[src/rtl/hamming_serial_decoder_if.sv]
// hamming_serial_decoder_if
//   Bus bundle for the serial Hamming decoder.
//   Receive side (master -> slave): in_valid, in_bit, in_sof, cnt_clr.
//   Result side (slave -> master): out_valid, out_code[N-1:0], out_data[K-1:0],
//   out_syndrome[M-1:0], err_corr, err_uncorr, frame_err,
//   corr_count[CNT_W-1:0], uncorr_count[CNT_W-1:0].
//
// Handshake: in_valid qualifies in_bit/in_sof on a rising edge. There is no
// ready; the decoder accepts one bit per cycle without backpressure. in_sof
// means nothing while in_valid is low. out_valid is a one-cycle strobe. The
// result fields hold their value until the next strobe. err_* are meaningful
// only while out_valid is high. frame_err is an independent one-cycle pulse.
interface hamming_serial_decoder_if #(
  parameter int M     = 3,
  parameter int CNT_W = 16
);
  localparam int N = (1 << M) - 1;
  localparam int K = N - M;

  logic             in_valid;
  logic             in_bit;
  logic             in_sof;
  logic             cnt_clr;
  logic             out_valid;
  logic [N-1:0]     out_code;
  logic [K-1:0]     out_data;
  logic [M-1:0]     out_syndrome;
  logic             err_corr;
  logic             err_uncorr;
  logic             frame_err;
  logic [CNT_W-1:0] corr_count;
  logic [CNT_W-1:0] uncorr_count;

  modport master (
    output in_valid, in_bit, in_sof, cnt_clr,
    input  out_valid, out_code, out_data, out_syndrome,
    input  err_corr, err_uncorr, frame_err, corr_count, uncorr_count
  );

  modport slave (
    input  in_valid, in_bit, in_sof, cnt_clr,
    output out_valid, out_code, out_data, out_syndrome,
    output err_corr, err_uncorr, frame_err, corr_count, uncorr_count
  );
endinterface

[src/rtl/hamming_serial_decoder.sv]
// hamming_serial_decoder
//   Serial positional Hamming decoder. Each bit is accepted one per cycle.
//   The order is positions 1..N, then the overall parity bit (position 0)
//   when EXT_PARITY=1. The syndrome and the overall parity accumulate as the
//   bits arrive. One cycle after the last bit, the decoder registers the
//   corrected codeword, the data bits, the raw syndrome and the error flags.
//   It also raises out_valid for that one cycle.
// Ports:
//   clk    rising-edge clock
//   reset  synchronous, active-high
//   bus    hamming_serial_decoder_if.slave (bit input, results, counters)
module hamming_serial_decoder #(
  parameter int M          = 3,
  parameter int EXT_PARITY = 0,
  parameter int CNT_W      = 16
) (
  input logic                     clk,
  input logic                     reset,
  hamming_serial_decoder_if.slave bus
);
  localparam int N     = (1 << M) - 1;
  localparam int K     = N - M;
  localparam int L     = N + EXT_PARITY;
  localparam int POS_W = M + 1;

  localparam logic [POS_W-1:0] POS_FIRST     = POS_W'(1);
  localparam logic [POS_W-1:0] POS_LAST      = POS_W'(L);
  localparam logic [POS_W-1:0] POS_CODE_LAST = POS_W'(N);
  localparam logic [CNT_W-1:0] CNT_MAX       = '1;

  // Frame state
  logic [POS_W-1:0] pos;
  logic [M-1:0]     syn;
  logic             par;
  logic [N-1:0]     frame;   // shift register: position 1 ends up in bit 0

  // Registered outputs
  logic             out_valid_q, err_corr_q, err_uncorr_q, frame_err_q;
  logic [N-1:0]     out_code_q;
  logic [K-1:0]     out_data_q;
  logic [M-1:0]     out_syndrome_q;
  logic [CNT_W-1:0] corr_cnt_q, uncorr_cnt_q;

  // Next-state / decode values for the bit on the bus this cycle
  logic             abort, last, flip, corr, uncorr, par_nx;
  logic [POS_W-1:0] cur_pos;
  logic [M-1:0]     syn_nx;
  logic [N-1:0]     frame_nx, code_fix;
  logic [K-1:0]     data_fix;

  // Data bits are the non-power-of-two positions, in ascending order.
  function automatic logic [K-1:0] extract(input logic [N-1:0] c);
    logic [K-1:0] d;
    int           k;
    d = '0;
    k = 0;
    for (int j = 1; j <= N; j++) begin
      if ((j & (j - 1)) != 0) begin
        d[k] = c[j-1];
        k++;
      end
    end
    return d;
  endfunction

  always_comb begin
    // An in_sof in the middle of a frame restarts at position 1. The
    // accumulators for that bit start from zero.
    abort    = bus.in_sof && (pos != POS_FIRST);
    cur_pos  = abort ? POS_FIRST : pos;
    // The parity slot is position 2^M. Its low M bits are zero, so it does
    // not change the syndrome.
    syn_nx   = (abort ? '0 : syn) ^ (bus.in_bit ? cur_pos[M-1:0] : '0);
    par_nx   = (abort ? 1'b0 : par) ^ bus.in_bit;
    frame_nx = frame;
    if (cur_pos <= POS_CODE_LAST) frame_nx = {bus.in_bit, frame[N-1:1]};
    last     = (cur_pos == POS_LAST);

    if (EXT_PARITY != 0) begin
      flip   = (syn_nx != '0) && par_nx;
      corr   = par_nx;                      // single error: code bit or p0 itself
      uncorr = (syn_nx != '0) && !par_nx;
    end else begin
      flip   = (syn_nx != '0);
      corr   = flip;
      uncorr = 1'b0;
    end

    code_fix = frame_nx;
    for (int j = 0; j < N; j++) begin
      if (flip && (syn_nx == M'(j + 1))) code_fix[j] = ~frame_nx[j];
    end
    data_fix = extract(code_fix);
  end

  always_ff @(posedge clk) begin
    if (reset) begin
      pos            <= POS_FIRST;
      syn            <= '0;
      par            <= 1'b0;
      frame          <= '0;
      out_valid_q    <= 1'b0;
      out_code_q     <= '0;
      out_data_q     <= '0;
      out_syndrome_q <= '0;
      err_corr_q     <= 1'b0;
      err_uncorr_q   <= 1'b0;
      frame_err_q    <= 1'b0;
      corr_cnt_q     <= '0;
      uncorr_cnt_q   <= '0;
    end else begin
      out_valid_q <= 1'b0;
      frame_err_q <= 1'b0;
      if (bus.in_valid) begin
        frame_err_q <= abort;
        frame       <= frame_nx;
        if (last) begin
          pos            <= POS_FIRST;
          syn            <= '0;
          par            <= 1'b0;
          out_valid_q    <= 1'b1;
          out_code_q     <= code_fix;
          out_data_q     <= data_fix;
          out_syndrome_q <= syn_nx;
          err_corr_q     <= corr;
          err_uncorr_q   <= uncorr;
        end else begin
          pos <= cur_pos + 1'b1;
          syn <= syn_nx;
          par <= par_nx;
        end
      end

      // A clear wins over a same-edge increment.
      if (bus.cnt_clr) corr_cnt_q <= '0;
      else if (bus.in_valid && last && corr && (corr_cnt_q != CNT_MAX))
        corr_cnt_q <= corr_cnt_q + 1'b1;

      if (bus.cnt_clr) uncorr_cnt_q <= '0;
      else if (bus.in_valid && last && uncorr && (uncorr_cnt_q != CNT_MAX))
        uncorr_cnt_q <= uncorr_cnt_q + 1'b1;
    end
  end

  assign bus.out_valid    = out_valid_q;
  assign bus.out_code     = out_code_q;
  assign bus.out_data     = out_data_q;
  assign bus.out_syndrome = out_syndrome_q;
  assign bus.err_corr     = err_corr_q;
  assign bus.err_uncorr   = err_uncorr_q;
  assign bus.frame_err    = frame_err_q;
  assign bus.corr_count   = corr_cnt_q;
  assign bus.uncorr_count = uncorr_cnt_q;
endmodule

[src/flat_wrapper.sv]
// flat-port wrapper written by rule: the top's interface ports become plain ports
module hamming_serial_decoder_flat 
#(
  parameter int M          = 3,
  parameter int EXT_PARITY = 0,
  parameter int CNT_W      = 16
)
  (clk, reset, bus_in_valid, bus_in_bit, bus_in_sof, bus_cnt_clr, bus_out_valid, bus_out_code, bus_out_data, bus_out_syndrome, bus_err_corr, bus_err_uncorr, bus_frame_err, bus_corr_count, bus_uncorr_count);
  hamming_serial_decoder_if #(.M(M), .CNT_W(CNT_W)) bus_i ();
  input logic clk;
  input logic reset;
  input wire logic [$bits(bus_i.in_valid)-1:0] bus_in_valid;
  input wire logic [$bits(bus_i.in_bit)-1:0] bus_in_bit;
  input wire logic [$bits(bus_i.in_sof)-1:0] bus_in_sof;
  input wire logic [$bits(bus_i.cnt_clr)-1:0] bus_cnt_clr;
  output wire logic [$bits(bus_i.out_valid)-1:0] bus_out_valid;
  output wire logic [$bits(bus_i.out_code)-1:0] bus_out_code;
  output wire logic [$bits(bus_i.out_data)-1:0] bus_out_data;
  output wire logic [$bits(bus_i.out_syndrome)-1:0] bus_out_syndrome;
  output wire logic [$bits(bus_i.err_corr)-1:0] bus_err_corr;
  output wire logic [$bits(bus_i.err_uncorr)-1:0] bus_err_uncorr;
  output wire logic [$bits(bus_i.frame_err)-1:0] bus_frame_err;
  output wire logic [$bits(bus_i.corr_count)-1:0] bus_corr_count;
  output wire logic [$bits(bus_i.uncorr_count)-1:0] bus_uncorr_count;
  assign bus_i.in_valid = bus_in_valid;
  assign bus_i.in_bit = bus_in_bit;
  assign bus_i.in_sof = bus_in_sof;
  assign bus_i.cnt_clr = bus_cnt_clr;
  assign bus_out_valid = bus_i.out_valid;
  assign bus_out_code = bus_i.out_code;
  assign bus_out_data = bus_i.out_data;
  assign bus_out_syndrome = bus_i.out_syndrome;
  assign bus_err_corr = bus_i.err_corr;
  assign bus_err_uncorr = bus_i.err_uncorr;
  assign bus_frame_err = bus_i.frame_err;
  assign bus_corr_count = bus_i.corr_count;
  assign bus_uncorr_count = bus_i.uncorr_count;
  hamming_serial_decoder #(.M(M), .EXT_PARITY(EXT_PARITY), .CNT_W(CNT_W)) u_core (.clk(clk), .reset(reset), .bus(bus_i));
endmodule
[config.mk]
export PLATFORM = sky130hd
export DESIGN_NAME = hamming_serial_decoder_flat
export DESIGN_NICKNAME = d
export VERILOG_FILES = /design/src/rtl/hamming_serial_decoder_if.sv /design/src/rtl/hamming_serial_decoder.sv /design/src/flat_wrapper.sv
export SDC_FILE = /design/constraint.sdc
export NUM_CORES = 1
export LEC_CHECK = 0
export BUFFER_PORTS_ARGS = -buffer_cell sky130_fd_sc_hd__clkbuf_2
export CAP_MARGIN = 20
export CORE_AREA = 2 2 76 71
export CTS_CLUSTER_SIZE = 12
export DETAILED_ROUTE_END_ITERATION = 10
export DIE_AREA = 0 0 78 73
export HOLD_SLACK_MARGIN = 0.1
export PLACE_DENSITY = 0.79
export SLEW_MARGIN = 20
export SYNTH_ARGS = -nofsm -noshare
export SYNTH_HDL_FRONTEND = slang
export SYNTH_SLANG_ARGS = --single-unit
[constraint.sdc]
create_clock -name clk -period 3.8 [get_ports clk]
set_input_delay 0.38 -clock clk [delete_from_list [all_inputs] [get_ports clk]]
set_output_delay 0.38 -clock clk [all_outputs]
set_load 0.02 [all_outputs]
==> Yosys cells after proc, flatten, opt, wreduce, memory -nomap -nowiden <==
Index checks and enable logic that the tools add are counted.
Widths: inputs -> output; s select.
{ "totals": {"regBits": 47, "in_bits": 6, "out_inout_bits": 50, "word_cells": 61} }
{ "op_classes": {"n_addsub": 2, "order_cmp": 1, "n_eq_ne": 10, "n_mux": 14, "n_bitwise": 9, "reduce_logical": 15} }
{ "ops": {"columns": ["op", "n"], "rows": [
  ["$add 16x1->16 const B", 1],
  ["$ne 16x16->1 const B", 1],
  ["$eq 3x3->1 const B", 4],
  ["$logic_and 1x1->1", 11],
  ["$mux 3", 3],
  ["$mux 1", 8],
  ["$mux 4", 2],
  ["$not 1->1", 8],
  ["$mux 7", 1],
  ["$eq 3x2->1 const B", 2],
  ["$add 4x1->4 const B", 1],
  ["$eq 4x3->1 const B", 1],
  ["$le 4x3->1 const B", 1],
  ["$ne 4x1->1 const B", 1],
  ["$reduce_or 2->1", 2],
  ["$eq 3x1->1 const B", 1],
  ["$reduce_bool 3->1", 1],
  ["$xor 3x3->3", 1],
  ["$reduce_and 2->1", 1]
]} }

==> Logic depth before layout (Yosys ltp) <==
{ "logic_depth": {"word_depth": 8, "ltp_mapped": 10, "mapped_depth_nobuf": 7} }

==> Worst setup path before layout <==
OpenSTA, ideal clock, no wires.
{ "synth_path": {"path_kind": "input to register", "start": "input bus_in_sof", "end": "register u_core.corr_cnt_q[9] (netlist: u_core.bus.corr_count[9])", "setup_time_ns": 0.135, "t_arrival_ns": 2.280, "t_required_ns": 3.665, "path_slack_ns": 1.385, "path_stages": 10, "n_path_buf": 3, "path_cell_list": "clkbuf_1 -> or2_2 -> ha_1 -> and4bb_2 -> and2_1 -> clkbuf_1 -> o21ai_0 -> clkbuf_1 -> o311ai_0 -> o41ai_1"} }
{ "synth_between": {"elab_chain_len": 7, "word_cells_on_any_way": 10, "cone_classes": "eq/ne (1); mux (3); bitwise (1); reduce/logical (5)"} }
{ "synth_lines": {"columns": ["item", "line", "source"], "rows": [
  ["start: declaration", "flat_wrapper.sv:14", "input wire logic [$bits(bus_i.in_sof)-1:0] bus_in_sof;"],
  ["$logic_and 1x1->1 (*)", "hamming_serial_decoder.sv:69", "abort = bus.in_sof && (pos != POS_FIRST);"],
  ["$mux 4", "hamming_serial_decoder.sv:70", "cur_pos = abort ? POS_FIRST : pos;"],
  ["$mux 3", "hamming_serial_decoder.sv:73", "syn_nx = (abort ? '0 : syn) ^ (bus.in_bit ? cur_pos[M-1:0] : '0);"],
  ["$xor 3x3->3", "hamming_serial_decoder.sv:73", null],
  ["$reduce_bool 3->1", "hamming_serial_decoder.sv:84", "flip = (syn_nx != '0);"],
  ["$logic_and 1x1->1 (*) (2 in a row)", "hamming_serial_decoder.sv:136", "else if (bus.in_valid && last && corr && (corr_cnt_q != CNT_MAX))"],
  ["end signal: assignment", "hamming_serial_decoder.sv:137", "corr_cnt_q <= corr_cnt_q + 1'b1;"],
  ["end: declaration", "hamming_serial_decoder.sv:42", "logic [CNT_W-1:0] corr_cnt_q, uncorr_cnt_q;"]
]} }
Every way passes the cells marked *; elsewhere a longest branch is shown, timed or not.
A chain may end at the register's enable or synchronous reset.

==> Worst setup path in the final report <==
{ "layout_path": {"start": "register u_core.pos[1]", "end": "register u_core.corr_cnt_q[3] (netlist: u_core.bus.corr_count[3])"} }
{ "layout_between": {"elab_chain_len": 8, "word_cells_on_any_way": 11, "cone_classes": "eq/ne (2); mux (3); bitwise (1); reduce/logical (5)"} }
{ "layout_lines": {"columns": ["item", "line", "source"], "rows": [
  ["start: declaration", "hamming_serial_decoder.sv:32", "logic [POS_W-1:0] pos;"],
  ["start signal: assignment", "hamming_serial_decoder.sv:128", "pos <= cur_pos + 1'b1;"],
  ["$ne 4x1->1", "hamming_serial_decoder.sv:69", null],
  ["$logic_and 1x1->1", "hamming_serial_decoder.sv:69", null],
  ["$mux 4", "hamming_serial_decoder.sv:70", null],
  ["$mux 3", "hamming_serial_decoder.sv:73", null],
  ["$xor 3x3->3", "hamming_serial_decoder.sv:73", null],
  ["$reduce_bool 3->1", "hamming_serial_decoder.sv:84", null],
  ["$logic_and 1x1->1 (*) (2 in a row)", "hamming_serial_decoder.sv:136", null]
]} }
Marked as above.

==> results by group <==
Outcome
  – Outcome: finished, final reports clean

Power and ir drop
  – Sw frac: 26.7%
  – P_leak: 1.18 nW
  – Power per cell area: 338 nW/um^2
  – Internal power: 702 uW
  – Combinational share of power: 12.2%
  – Sw power: 255 uW
  – IR drop worst, VDD: 0.206 mV
  – Flop pwr share: 48.9%
  – Clock share of power: 38.9%

Die
  – Cell Rows: 25
  – # IOs: 56
  – Core Region: 5000 um^2
  – Die Width: 78 um
  – DIE AREA: 5690 um^2
  – Die Y: 73 um
  – Starting Density: 52.4%

Timing
  – Clk_skew: 0.00921 ns
  – Setup violations, final: 0
  – Fmax: 373 MHz
  – Max transition margin: 53.8%
  – Slew Limit Fails: 0
  – PnR worst setup slack: 1.12 ns
  – Tcrit/Tclk final: 70.5%
  – RSZ-0062 raised after global routing: no
  – Min Clock Period, post-route: 2.68 ns
  – Final Hold Viols: 0
  – Worst-Margin Slew: 0.685 ns
  – Setup TNS: 0 ns

Synth
  – Yosys top cell area share: 32.8%
  – Post-synth ARST share: 0%
  – Cell area after synthesis: 2620 um^2
  – Yosys reg bits: 43
  – Yosys top cell by area: dfxtp_1
  – Sequential share of the synthesized area: 32.8%
  – Post-synth top cells: dfxtp_1 (43), nand2_1 (29), buf_4 (22)
  – Syn avg cell area: 8.04 um^2
  – Yosys warns: 0
  – Synth top area cells: dfxtp_1 (33%), buf_4 (6.3%), mux2i_1 (5.0%), nand2_1 (4.2%), a21oi_1 (4.0%)
  – Yosys cell types: 56
  – Count leader, synth: dfxtp_1
  – Mapped Cells: 326
  – Post-synth EDFFs: 0
  – Top_reg_cell synth: dfxtp_1

Clock network
  – CTS Buf Count: 5
  – Clock Latency Late Sink: 0.29 ns
  – Clock root cell: clkbuf_8
  – CTS tree: built
  – CTS max path bufs: 2
  – Post-CTS setup buffer count: 0
  – TritonCTS Sinks: 43
  – Hold_buf cts: 0
  – # resized after CTS: 0
  – # H-tree levels: 2
  – Clk slew on worst S/H paths: 0.09 ns

Layout
  – Reg area: 861 um^2
  – Share of cells above drive strength 1: 15.0%
  – Diodes inserted: 0
  – Fill count: 474
  – Nets: 353
  – Area growth from synthesis to layout: 7.82%
  – Multi-input logic area: 1560 um^2

Worst setup path
  – R2R setup slack: 1.12 ns
  – Req. time, crit path: 4.02 ns
  – R2r startpoint: u_core.pos[1]
  – Worst EP arrival: 2.90 ns
  – Crit. End Element: flip-flop
  – Crit-path max FO: 16
  – Startpoint types: flip-flop
  – R2R depth: 8
  – Reg-to-Reg End: u_core.bus.corr_count[3]
  – CP Class: reg -> reg

Global routing
  – Largest net degree at the start of global routing: 35
  – Grt ovf: 0
  – Initial antenna violation count: 0
  – Number of global-route vias before repair: 2190
  – GRT Resource Usage Total: 21.7%
  – Global-route wire length before repair: 10100 um

Drt
  – Final wirelength: 6050 um
  – Final ANT Viol Nets: 0
  – Drt via density: 5.93
  – Wire per inst: 14.6 um
  – DR iter-0 viols: 256
  – Drt drc: 0
  – Vias: 2448
  – First drt pass iteration count: 5

Worst hold path
  – Min-delay src: u_core.bus.out_syndrome[0]
  – Hold Path End: u_core.bus.out_syndrome[0]
  – Hold crit path type: reg -> reg
  – Hold Crit Depth: 2

Placement
  – I/O Buffers: 38
  – Hpwl dp: 4170 um
  – RD Place Congestion: 0.855
  – Post-Place Worst Slack: 1.06 ns

Flow run
  – Max Cap Viol: 0
final cells by class:
type / instances / share of cell area (%)
clock buffers: 6 / 2.92
well taps: 67 / 2.96
multi-input cells: 254 / 55.2
clock inverters: 2 / 1.24
inverters: 2 / 0.265
repair buffers: 39 / 6.99
flip-flops and latches: 43 / 30.4
registers in the layout, summed over array words and instances (netlist names):
signal,flops
u_core.bus.out_valid,1
u_core.syn,3
u_core.bus.err_corr,1
u_core.bus.out_syndrome,3
u_core.bus.out_data,4
u_core.bus.corr_count,16
u_core.bus.out_code,3
u_core.pos,4
u_core.frame,7
u_core.bus.frame_err,1
how the worst max path moves through the flow:
stage	start	endpoint
final	u_core.pos[1]	u_core.bus.corr_count[3]
after global routing	u_core.pos[1]	u_core.bus.corr_count[3]
after CTS	u_core.pos[1]	u_core.bus.corr_count[3]
after detailed placement	bus_in_sof	u_core.bus.corr_count[8]
after global placement	bus_in_sof	u_core.bus.corr_count[8]
after floorplan	bus_in_sof	u_core.bus.corr_count[9]
per-stage QoR:
step	utilization, %	area, um^2	hold slack [ns]	instances	power (mW)
after floorplan	-	2680	0.436	342	0.585
after global placement	54.2	2710	0.445	405	0.589
after detailed placement	54.2	2710	0.451	405	0.592
after CTS	56.5	2830	0.462	413	0.960
after global routing	56.5	2830	0.481	413	0.992
final	56.5	2830	0.459	413	0.957
critical path: stages, from the launching register on:
cell	delay, ns
dfxtp_1	0.52
nor2b_1	0.18
ha_1	0.19
and4bb_2	0.25
and2_1	0.46
o21ai_0	0.17
buf_4	0.22
or4_1	0.47
a21oi_1	0.14
cells in the final DEF, fill, tap and decap left out, drive strengths merged, types with 3 or more instances in the layout:
cell     Yosys  layout
mux2i       13      13
and2         3       3
or4          6       6
and3         6       6
and4         5       5
a31oi        3       3
xor2         3       3
a32oi        4       4
o31ai        5       5
nand2       29      29
nand3       21      21
a21oi       21      21
o2111ai      4       4
or2          3       3
nor2b       13      13
nand4        6       6
conb         1      17
o21a         3       3
a211oi       5       5
nor2        20      20
o21ai       15      15
a32o         3       3
nor3         3       3
dfxtp       43      43
clkbuf      16      44
or3         10      10
power groups by stage:
stage	clock network, mW	registers [mW]	logic, mW
4_1_cts	0.378	0.468	0.114
3_5_place_dp	0	0.478	0.113
2_1_floorplan	0	0.473	0.112
5_1_grt	0.394	0.469	0.129
3_3_place_gp	0	0.478	0.111
6_report	0.372	0.468	0.117
kinds of logic (layout without fill, tap and decap cells):
family                   after synthesis  in the layout  share of synthesized area, %
other                                  1             17                         0.143
flip-flops                            43             43                          32.8
multiplexers                          13             13                          4.96
buffers and inverters                 45             49                          9.97
AND/OR/NAND/NOR                      138            138                          29.0
adder cells (fa/ha/maj)                2              2                         0.954
XOR/XNOR                               4              4                          1.34
AO/OA/AOI/OAI                         80             80                          20.8
layer usage:
metal | track usage, % | share of wire, % | routed length, um
met1 | 30.3 | 47 | 2840
met2 | 34.5 | 46 | 2760
met3 | 4.33 | 6.2 | 374
met4 | 6.04 | 1.2 | 70
met5 | 0 | 0 | 0
(Power assumes the default switching activity.)
